$ cat src/rtl/uart_frame_loader.sv
// Frame parser behind uart_rx: SYNC, CMD, LEN_HI, LEN_LO, payload, XOR checksum.
// Streams payload into the weight/image buffers and issues the accelerator start pulse.
module uart_frame_loader #(
   parameter int unsigned ADDR_W         = 12,
   parameter int unsigned TIMEOUT_CYCLES = 500000,
   parameter logic [7:0]  SYNC_BYTE      = 8'hA5
) (
   input  logic              clk,
   input  logic              reset,
   input  logic [7:0]        rx_data,
   input  logic              rx_done,
   input  logic              accel_busy,
   output logic              mem_we,
   output logic              mem_sel,
   output logic [ADDR_W-1:0] mem_addr,
   output logic [7:0]        mem_wdata,
   output logic              accel_start,
   output logic              frame_ok,
   output logic              frame_err,
   output logic              busy
);

   localparam int unsigned TIMER_W = $clog2(TIMEOUT_CYCLES + 1);
   localparam logic [TIMER_W-1:0] TIMER_LAST = TIMER_W'(TIMEOUT_CYCLES - 1);

   typedef enum logic [2:0] {
      S_IDLE, S_CMD, S_LEN_H, S_LEN_L, S_PAYLOAD, S_CSUM
   } state_t;

   typedef enum logic [1:0] {
      CMD_LOAD_W = 2'd0, CMD_LOAD_IMG = 2'd1, CMD_START = 2'd2, CMD_BAD = 2'd3
   } cmd_t;

   state_t              state, state_d;
   cmd_t                cmd, cmd_d;
   logic [15:0]         len, len_d;
   logic [7:0]          csum, csum_d;
   logic [ADDR_W-1:0]   addr, addr_d;
   logic [TIMER_W-1:0]  timer, timer_d;
   logic                timeout;

   logic                mem_we_d, mem_sel_d, accel_start_d, frame_ok_d, frame_err_d;
   logic [ADDR_W-1:0]   mem_addr_d;
   logic [7:0]          mem_wdata_d;

   // Timeout fires on the edge that would make the inter-byte gap TIMEOUT_CYCLES long.
   assign timeout = (state != S_IDLE) && (timer == TIMER_LAST);

   always_comb begin
      // NOTE: every variable gets a default first so no path leaves it unassigned (no latches).
      state_d       = state;
      cmd_d         = cmd;
      len_d         = len;
      csum_d        = csum;
      addr_d        = addr;
      timer_d       = (state == S_IDLE) ? '0 : timer + TIMER_W'(1);
      mem_we_d      = 1'b0;
      mem_sel_d     = mem_sel;
      mem_addr_d    = mem_addr;
      mem_wdata_d   = mem_wdata;
      accel_start_d = 1'b0;
      frame_ok_d    = 1'b0;
      frame_err_d   = 1'b0;

      if (timeout) begin
         frame_err_d = 1'b1;
         state_d     = S_IDLE;
         timer_d     = '0;
      end else if (rx_done) begin
         timer_d = '0;
         case (state)
            S_IDLE: begin
               if (rx_data == SYNC_BYTE) begin
                  state_d = S_CMD;
                  addr_d  = '0;
               end
            end
            S_CMD: begin
               if (rx_data[1:0] == CMD_BAD) begin
                  frame_err_d = 1'b1;
                  state_d     = S_IDLE;
               end else begin
                  cmd_d   = cmd_t'(rx_data[1:0]);
                  csum_d  = rx_data;
                  state_d = S_LEN_H;
               end
            end
            S_LEN_H: begin
               len_d   = {rx_data, len[7:0]};
               csum_d  = csum ^ rx_data;
               state_d = S_LEN_L;
            end
            S_LEN_L: begin
               len_d   = {len[15:8], rx_data};
               csum_d  = csum ^ rx_data;
               // START payload is still consumed so the checksum byte lines up.
               state_d = (len_d != 16'd0) ? S_PAYLOAD : S_CSUM;
            end
            S_PAYLOAD: begin
               csum_d = csum ^ rx_data;
               len_d  = len - 16'd1;
               if (cmd != CMD_START) begin
                  mem_we_d    = 1'b1;
                  mem_sel_d   = cmd[0];
                  mem_addr_d  = addr;
                  mem_wdata_d = rx_data;
                  addr_d      = addr + ADDR_W'(1);
               end
               if (len == 16'd1) state_d = S_CSUM;
            end
            S_CSUM: begin
               state_d = S_IDLE;
               if (rx_data != csum) begin
                  frame_err_d = 1'b1;
               end else if (cmd == CMD_START) begin
                  if (accel_busy) begin
                     frame_err_d = 1'b1;
                  end else begin
                     frame_ok_d    = 1'b1;
                     accel_start_d = 1'b1;
                  end
               end else begin
                  frame_ok_d = 1'b1;
               end
            end
            default: state_d = S_IDLE;
         endcase
      end
   end

   // NOTE: sequential state uses non-blocking assignments so all flops update together.
   always_ff @(posedge clk or posedge reset) begin
      if (reset) begin
         state       <= S_IDLE;
         cmd         <= CMD_LOAD_W;
         len         <= '0;
         csum        <= '0;
         addr        <= '0;
         timer       <= '0;
         mem_we      <= 1'b0;
         mem_sel     <= 1'b0;
         mem_addr    <= '0;
         mem_wdata   <= '0;
         accel_start <= 1'b0;
         frame_ok    <= 1'b0;
         frame_err   <= 1'b0;
         busy        <= 1'b0;
      end else begin
         state       <= state_d;
         cmd         <= cmd_d;
         len         <= len_d;
         csum        <= csum_d;
         addr        <= addr_d;
         timer       <= timer_d;
         mem_we      <= mem_we_d;
         mem_sel     <= mem_sel_d;
         mem_addr    <= mem_addr_d;
         mem_wdata   <= mem_wdata_d;
         accel_start <= accel_start_d;
         frame_ok    <= frame_ok_d;
         frame_err   <= frame_err_d;
         busy        <= (state_d != S_IDLE);
      end
   end

endmodule

$ cat config.mk
export PLATFORM = sky130hd
export DESIGN_NAME = uart_frame_loader
export DESIGN_NICKNAME = d
export VERILOG_FILES = /design/src/rtl/uart_frame_loader.sv
export SDC_FILE = /design/constraint.sdc
export NUM_CORES = 1
export LEC_CHECK = 0
export ABC_AREA = 0
export CORE_MARGIN = 2
export CORE_UTILIZATION = 36
export DETAILED_ROUTE_END_ITERATION = 8
export SLEW_MARGIN = 30
export SYNTH_ARGS = -nofsm -noshare
export SYNTH_HDL_FRONTEND = slang
export SYNTH_SLANG_ARGS = --single-unit
$ cat constraint.sdc
create_clock -name clk -period 3.3 [get_ports clk]
set_clock_uncertainty 0.2 [all_clocks]
set_input_delay 0.99 -clock clk [delete_from_list [all_inputs] [get_ports clk]]
set_output_delay 0.99 -clock clk [all_outputs]
set_load 0.01 [all_outputs]
==> impl_metrics.toml, run 1 <==
[sta]
tns_ns = 0
max_freq_mhz = 352
min_period_ns = 2.84
hold_violations = 0
maxSlewHeadroom = 0.463
setup_viol = 0
rsz0062_at_grt = "false"
setup_slack_ns = 0.459
slew_violations = 0
min_period_over_period = 0.861
tightest_slew_ns = 0.798

[drt]
vias = 3599
drc = 0
first_pass_iters = 5
vias_per_cell = 5.29
wl_um = 10400
drtIter0Drc = 234
drtAntennaViolNets = 0
wire_per_inst_um = 15.3

[synthesis]
synth_cell_type_count = 70
ys_warn_count = 0
synthMostInstantiatedCell = "dfrtp_1"
synth_nets = 480
synth_top_area_share = 0.461
netlist_area_um2 = 4670
synthTopCellsByCount = "86 x dfrtp_1, 45 x nor2_1, 38 x o21ai_0, 33 x nand2_1, 29 x a21oi_1"
syn_area_per_cell_um2 = 10.1
synth_top_area_cell = "dfrtp_1"
synth.ff_latch_count = 86
async_reset_ff_frac = 1.00
synthCells = 464
synth_edf_count = 0
ys_seq_area_frac = 0.461
ys_top_cells_by_area = "dfrtp_1 46%, o21ai_0 4.1%, nor2_1 3.6%"
synth-main-ff-cell = "dfrtp_1"

[worst_setup_path]
cp-start-kind = "primary input"
cp.arrival_ns = 2.86
crit_top_cell = "o21ai_0"
crit_family = "compound AO/OA/AOI/OAI gates"
cp_num_buf_inv = 2
crit_type = "primary input to flip-flop"
path_cells = "clkdlybuf4s50_1, or4_4, o32ai_2, o211ai_2, buf_12, o21ai_0, o21ai_0"
cp.required_ns = 3.32
endpoint_kind = "flip-flop"
crit_path_max_incr_delay_ns = 0.57
slowest_stage = "or4_4"
critPathMaxFanout = 13

[grt]
grt_first_pass_wirelength_um = 17800
grt_max_degree = 33
antenna_found_initial = 0
overflow = 0
grt_usage = 0.160
grt_pass1_vias = 3615

[layout]
num-fill-cells = 1235
syn_to_final_growth_pct = 19.4
drive_gt1_frac = 0.154
stdcell_count = 680
antennaDiodeCount = 0
final_nets = 519

[floorplan]
core_um2 = 12600
die_h_um = 118
start_util = 0.370
io_pins = 38
die-area_um2 = 13900
fp.dieW_um = 118
rows = 41

[clock_tree]
cts_setup_buffers = 0
cts_buffer_depth = 2
clock-root-buffer = "clkbuf_16"
clkTransAtPathRegs_ns = 0.07
clkLatencyLatePin_ns = 0.35
cts_resized = 0
cts_tree = "yes"
holdBufCountCts = 0
h-tree-depth = 3
cts_num_sinks = 86
numCtsBuffers = 9

[place]
post-dp-hpwl_um = 7370
place_congestion = 0.840
port_buffers = 37
dp.cells = 664
place_ws_ns = 0.0763

[run]
drv_cap = 0

[hold_path]
min_path_type = "flip-flop to flip-flop"

[pwr]
power_density_nw_per_um2 = 708
p_leak_nw = 2.30
design_power_total_w = 0.00395
ir_drop_mv = 0.269

[run_status]
status = "complete, no violations"
==> layout by cell type, fill, tap and decap left out, drive strengths merged, types with 11 or more instances in the layout <==
cell type	netlist	layout
nor3	11	11
nand3	14	14
o21ai	44	44
dfrtp	86	86
nand2	33	33
mux2	23	23
nor2	45	45
inv	13	16
xor2	18	18
a21oi	29	29
clkdlybuf4s50	0	37
nor4	12	12
buf	15	18
==> where the power goes <==
group / internal (W) / switching, W / leakage (nW) / total [W]
Sequential: 0.00132 / 0.000277 / 1.12 / 0.00159
Clock: 0.000596 / 0.000455 / 0.147 / 0.00105
Combinational: 0.000642 / 0.000659 / 1.03 / 0.00130
Total: 0.00256 / 0.00139 / 2.30 / 0.00395
==> flip-flops by register name, indices dropped and copies added, names as in the netlist <==
register / count
mem_we: 1
accel_start: 1
mem_sel: 1
mem_addr: 12
csum: 8
frame_err: 1
mem_wdata: 8
frame_ok: 1
busy: 1
state: 3
len: 16
timer: 19
addr: 12
cmd: 2
==> worst register-to-register path, cell delays in order (launching register included) <==
cell,delay [ns]
dfrtp_1,0.46
nor4b_1,0.38
and4_2,0.35
a31oi_4,0.19
nand3_4,0.11
buf_4,0.37
mux2_2,0.40
==> final cells by class <==
cell class              count  area [µm²]  share of cell area
clock buffers               9         225              0.0404
clock inverters             7        77.6              0.0139
inverters                  13        52.6             0.00943
flip-flops and latches     86        2150               0.386
well taps                 172         215              0.0386
multi-input cells         338        2310               0.414
repair buffers             55         543              0.0974
==> routing by layer <==
metal,up-vias,global-route usage,wire (µm)
met5,-,0,0
met4,0,0.0595,160
met3,13,0.0470,435
met2,77,0.265,5210
met1,1750,0.196,4570
li1,1759,-,-
==> final timing paths <==
check	cells past startpoint	slack, ns	startpoint	end
max	7	0.46	rx_data[1]	addr[2]
min	1	0.29	timer[0]	timer[0]
max reg2reg	6	0.74	timer[5]	mem_addr[5]
min reg2reg	1	0.29	timer[0]	timer[0]
max in group asynchronous	3	1.48	reset	addr[1]
min in group asynchronous	2	0.87	reset	addr[10]
==> kinds of logic after synthesis <==
| kind of cell | count (synthesis) | synth area share |
|---|---|---|
| buf+inv | 40 | 0.0445 |
| compound gates | 114 | 0.163 |
| xor+xnor | 24 | 0.0450 |
| flops | 86 | 0.461 |
| mux | 31 | 0.0807 |
| simple gates | 165 | 0.195 |
| fa+ha+maj | 4 | 0.0107 |
==> through the flow <==
step,area [µm²],utilization,hold WS [ns]
after CTS,5580,0.442,0.288
final,5580,0.442,0.288
after global routing,5580,0.442,0.329
after floorplan,4670,-,0.251
after global placement,5270,0.418,0.271
after detailed placement,5270,0.418,0.279
Power figures use the tool's default switching activity.
==> run 2, diff against run 1 <==
- clock period: 3.3 -> 2.55 ns (I/O delays scaled with it)
==> impl_metrics.toml, run 2 (synthesis gave the netlist of run 1 again) <==
[worst_setup_path]
endpoint_kind = "flip-flop"
crit_path_max_incr_delay_ns = 0.57
crit_family = "compound AO/OA/AOI/OAI gates"
path_cells = "dlygate4sd2_1, or4_4, o32ai_4, o211ai_2, buf_12, o21ai_0, o31ai_1"
critPathMaxFanout = 13
cp.arrival_ns = 2.46
cp.required_ns = 2.58
cp-start-kind = "primary input"
cp_num_buf_inv = 2
crit_type = "primary input to flip-flop"
slowest_stage = "or4_4"

[clock_tree]
numCtsBuffers = 9
cts_tree = "yes"
cts_num_sinks = 86
clock-root-buffer = "clkbuf_16"
clkTransAtPathRegs_ns = 0.06
cts_setup_buffers = 0
clkLatencyLatePin_ns = 0.35
holdBufCountCts = 0
cts_buffer_depth = 2
h-tree-depth = 3

[layout]
stdcell_count = 701
most-common-layout-cells = "86 x dfrtp_1, 45 x nor2_1, 33 x nand2_1, 33 x o21ai_0, 33 x buf_4"
antennaDiodeCount = 0
num-fill-cells = 1228
final_nets = 540
top_register = "timer"
layout_commonest_cell = "dfrtp_1"
final_area_um2 = 5790
largest_register_ffs = 19
syn_to_final_growth_pct = 24.1
drive_gt1_frac = 0.193
reg_top3 = "timer (19), len (16)"

[sta]
rsz0062_at_grt = "false"
max_freq_mhz = 412
maxSlewHeadroom = 0.463
hold_violations = 0
hold-worst-slack_ns = 0.289
tightest_slew_ns = 0.802
slew_violations = 0
setup_viol = 0
min_period_ns = 2.43
min_period_over_period = 0.952

[floorplan]
die-area_um2 = 13900
die_h_um = 118
core_um2 = 12600
fp.dieW_um = 118
io_pins = 38
start_util = 0.370
rows = 41

[pwr]
p_sw_frac = 0.356
p_leak_nw = 2.45
design_power_total_w = 0.00514
power_density_nw_per_um2 = 887
switchingPower_w = 0.00183
p_comb_frac = 0.356
clkPwrFrac = 0.244
ir_drop_mv = 0.382
p_seq_frac = 0.400
internal-power_w = 0.00331

[drt]
wl_met3_um = 280
first_pass_iters = 4
vias = 3688
m1WireLength_um = 4850
wire_per_inst_um = 15.3
vias_per_cell = 5.26
drtAntennaViolNets = 0
met2_wirelength_um = 5430
top_layer = "met4"
wl_um = 10700
drtIter0Drc = 205
drc = 0

[grt]
overflow = 0
grt_max_degree = 87
grt_pass1_vias = 3625
grt_usage = 0.161
grt_first_pass_wirelength_um = 18100
antenna_found_initial = 0

[place]
port_buffers = 37
placedInstanceArea_um2 = 5460
place_congestion = 0.895
post-dp-hpwl_um = 7560
dp.cells = 685

[hold_path]
min_path_type = "flip-flop to flip-flop"

[run]
drv_cap = 0

[run_status]
status = "complete, no violations"
[run 2: cell types whose count changed in the layout (fill, tap and decap cells not counted), moves of 2 or more]
cell / change
buf_4: +18
clkdlybuf4s50_1: -6
dlymetal6s2s_1: +5
o21ai_0: -5
o21ai_1: +5
inv_6: -3
buf_12: +2
clkinv_4: +2
[run 2: cell type report]
class,instances,area (µm²),share of cell area
clock buffers,10,239,0.0413
multi-input cells,338,2350,0.405
inverters,13,52.6,0.00907
well taps,172,215,0.0371
flip-flops and latches,86,2150,0.371
clock inverters,6,46.3,0.00799
repair buffers,76,741,0.128
[run 2: layer usage]
metal / GRT usage / vias to the layer above
met5: 0 / -
met4: 0.0474 / 0
met3: 0.0334 / 14
met2: 0.271 / 47
met1: 0.208 / 1829
li1: - / 1798
[run 2: worst register-to-register path: cells and delay by family (launching register included)]
| kind | cells | cell delay (ns) |
|---|---|---|
| and+or+nand+nor | 5 | 0.97 |
| buffers and inverters | 2 | 0.46 |
| adders and majority gates | 1 | 0.18 |
| DFF | 1 | 0.39 |
[run 2: path summary, 6_finish.rpt]
path / slack (ns) / cells after the start / endpoint / startpoint
setup reg to reg: 0.23 / 8 / timer[4] / timer[0]
setup / recovery: 0.12 / 7 / addr[3] / rx_data[3]
min in group asynchronous: 0.64 / 3 / accel_start / reset
hold / removal: 0.29 / 1 / timer[0] / timer[0]
hold reg to reg: 0.29 / 1 / timer[0] / timer[0]
max in group asynchronous: 1.07 / 3 / frame_err / reset
[run 2: what timing repair did]
action	CTS	global route
gates resized for setup	8	9
pin swaps	5	4
endpoints found under the setup margin	12	23
cloned	0	0
[run 2: power groups by stage]
| stage | Combinational (W) | Sequential, W | Clock, W |
|---|---|---|---|
| finish | 0.00183 | 0.00206 | 0.00125 |
| CTS | 0.00183 | 0.00205 | 0.00129 |
| detailed placement | 0.00180 | 0.00207 | 0 |
| floorplan | 0.00124 | 0.00200 | 0 |
| global route | 0.00202 | 0.00211 | 0.00133 |
| global placement | 0.00177 | 0.00206 | 0 |
[run 2: through the flow]
step	TNS, ns	utilization	setup WS, ns
final	0	0.459	0.122
after detailed placement	-9.62	0.432	-0.472
after global placement	-8.94	0.432	-0.409
after CTS	-0.269	0.457	-0.0547
after global routing	0	0.459	0.0377
after floorplan	0	-	0.0694
==> run 3, diff against run 2 <==
- CORE_ASPECT_RATIO: unset -> 0.6
- HOLD_SLACK_MARGIN: unset -> 0.12
==> impl_metrics.toml, run 3 (synthesis gave the netlist of run 1 again) <==
[layout]
top_register = "timer"
drive_gt1_frac = 0.200
most-common-layout-cells = "86 x dfrtp_1, 45 x nor2_1, 40 x buf_4"
layout_commonest_cell = "dfrtp_1"
syn_to_final_growth_pct = 24.5
antennaDiodeCount = 0
reg_top3 = "timer (19), len (16)"
largest_register_ffs = 19
final_nets = 546

[grt]
antenna_found_initial = 0
grt_pass1_vias = 3635
grt_max_degree = 87
overflow = 0
grt_first_pass_wirelength_um = 19500
grt_usage = 0.181

[drt]
first_pass_iters = 7
wl_um = 11700
drc = 0
wire_per_inst_um = 16.6
drtIter0Drc = 272
drtAntennaViolNets = 0
vias = 3751
vias_per_cell = 5.32

[worst_setup_path]
cp-start-kind = "primary input"
cp_num_buf_inv = 1
regToRegStartpoint = "timer[0]"
crit_type = "primary input to flip-flop"
path_cells = "clkdlybuf4s50_1, or4_4, nand3b_1, a2111o_1, o2bb2ai_1, a21oi_1"
rr_worst_depth = 7
cp.required_ns = 2.61
crit_cells = 6
critPathMaxFanout = 3
crit_path_max_incr_delay_ns = 0.44
regToRegSetupSlack_ns = 0.17
crit_family = "compound AO/OA/AOI/OAI gates"
rr_endpoint = "mem_addr[11]"
endpoint_kind = "flip-flop"
critPathLaunch = "rx_data[6]"
endpoint = "busy"
cp.arrival_ns = 2.54
slowest_stage = "clkdlybuf4s50_1"

[floorplan]
io_pins = 38
die_h_um = 92.2
die-area_um2 = 13900
rows = 32
start_util = 0.367
fp.dieW_um = 151
core_um2 = 12700

[sta]
tns_ns = 0
tightest_slew_ns = 0.742
min_period_over_period = 0.971
max_freq_mhz = 404
rsz0062_at_grt = "true"
slew_violations = 0
hold-worst-slack_ns = 0.289
hold_violations = 0
setup_viol = 0
min_period_ns = 2.47
maxSlewHeadroom = 0.504

[clock_tree]
numCtsBuffers = 9
cts_setup_buffers = 0
cts_num_sinks = 86
holdBufCountCts = 0
clkTransAtPathRegs_ns = 0.06
clock-root-buffer = "clkbuf_16"
cts_tree = "yes"
h-tree-depth = 3
clkLatencyLatePin_ns = 0.34
cts_buffer_depth = 2

[run_status]
status = "complete, no violations"

[pwr]
power_density_nw_per_um2 = 911
ir_drop_mv = 0.496
p_leak_nw = 2.45

[place]
post-dp-hpwl_um = 8400
place_congestion = 0.893
port_buffers = 37

[run]
drv_cap = 0

[hold_path]
min_path_type = "flip-flop to flip-flop"
run 3: cell types whose count changed in the layout (fill, tap and decap cells not counted), sizes merged, moves of 2 or more:
cell,before,now
buf,39,45
dlymetal6s2s,5,1
clkdlybuf4s50,31,33
dlygate4sd2,1,3
run 3: how the worst min path moves through the flow:
| stage | to | from | slack (ns) | cells after the start |
|---|---|---|---|---|
| 3_3_place_gp | timer[0] | timer[0] | 0.28 | 1 |
| 3_5_place_dp | timer[0] | timer[0] | 0.28 | 1 |
| 6_report | timer[0] | timer[0] | 0.29 | 1 |
| 2_1_floorplan | timer[0] | timer[0] | 0.25 | 1 |
| 5_1_grt | mem_addr[11] | mem_addr[11] | 0.31 | 1 |
| 4_1_cts | timer[0] | timer[0] | 0.29 | 1 |
run 3: timing repair:
item / 4_1_cts / 5_1_grt
pin swaps: 4 / 2
hold endpoints to repair: 0 / 0
gates resized for setup: 3 / 6
endpoints found under the setup margin: 12 / 3
run 3: per-layer routing:
metal | track usage | part of all wire | vias up
li1 | - | - | 1813
met1 | 0.280 | 0.51 | 1814
met2 | 0.247 | 0.42 | 111
met3 | 0.0463 | 0.052 | 13
met4 | 0.0452 | 0.015 | 0
met5 | 0 | 0 | -
run 3: through the flow:
stage	setup slack [ns]	std cells	total power [W]	cell area, µm²	util
CTS	0.0254	705	0.00532	5800	0.455
global placement	-0.438	689	0.00390	5500	0.432
detailed placement	-0.472	689	0.00395	5500	0.432
finish	0.0751	705	0.00530	5810	0.457
floorplan	0.0694	464	0.00324	4670	-
global route	-0.00818	705	0.00564	5810	0.457
run 3: area by class of cell:
type                    instances  area [µm²]
clock inverters                 7        80.1
flip-flops and latches         86        2150
clock buffers                   9         225
well taps                     170         213
inverters                      13        52.6
fillers                      1196        6920
multi-input cells             338        2320
repair buffers                 82         769
run 3: power by group:
part / switching (W) / internal (W) / leakage (nW)
Combinational: 0.000983 / 0.000934 / 1.19
Clock: 0.000576 / 0.000769 / 0.143
Sequential: 0.000331 / 0.00171 / 1.12
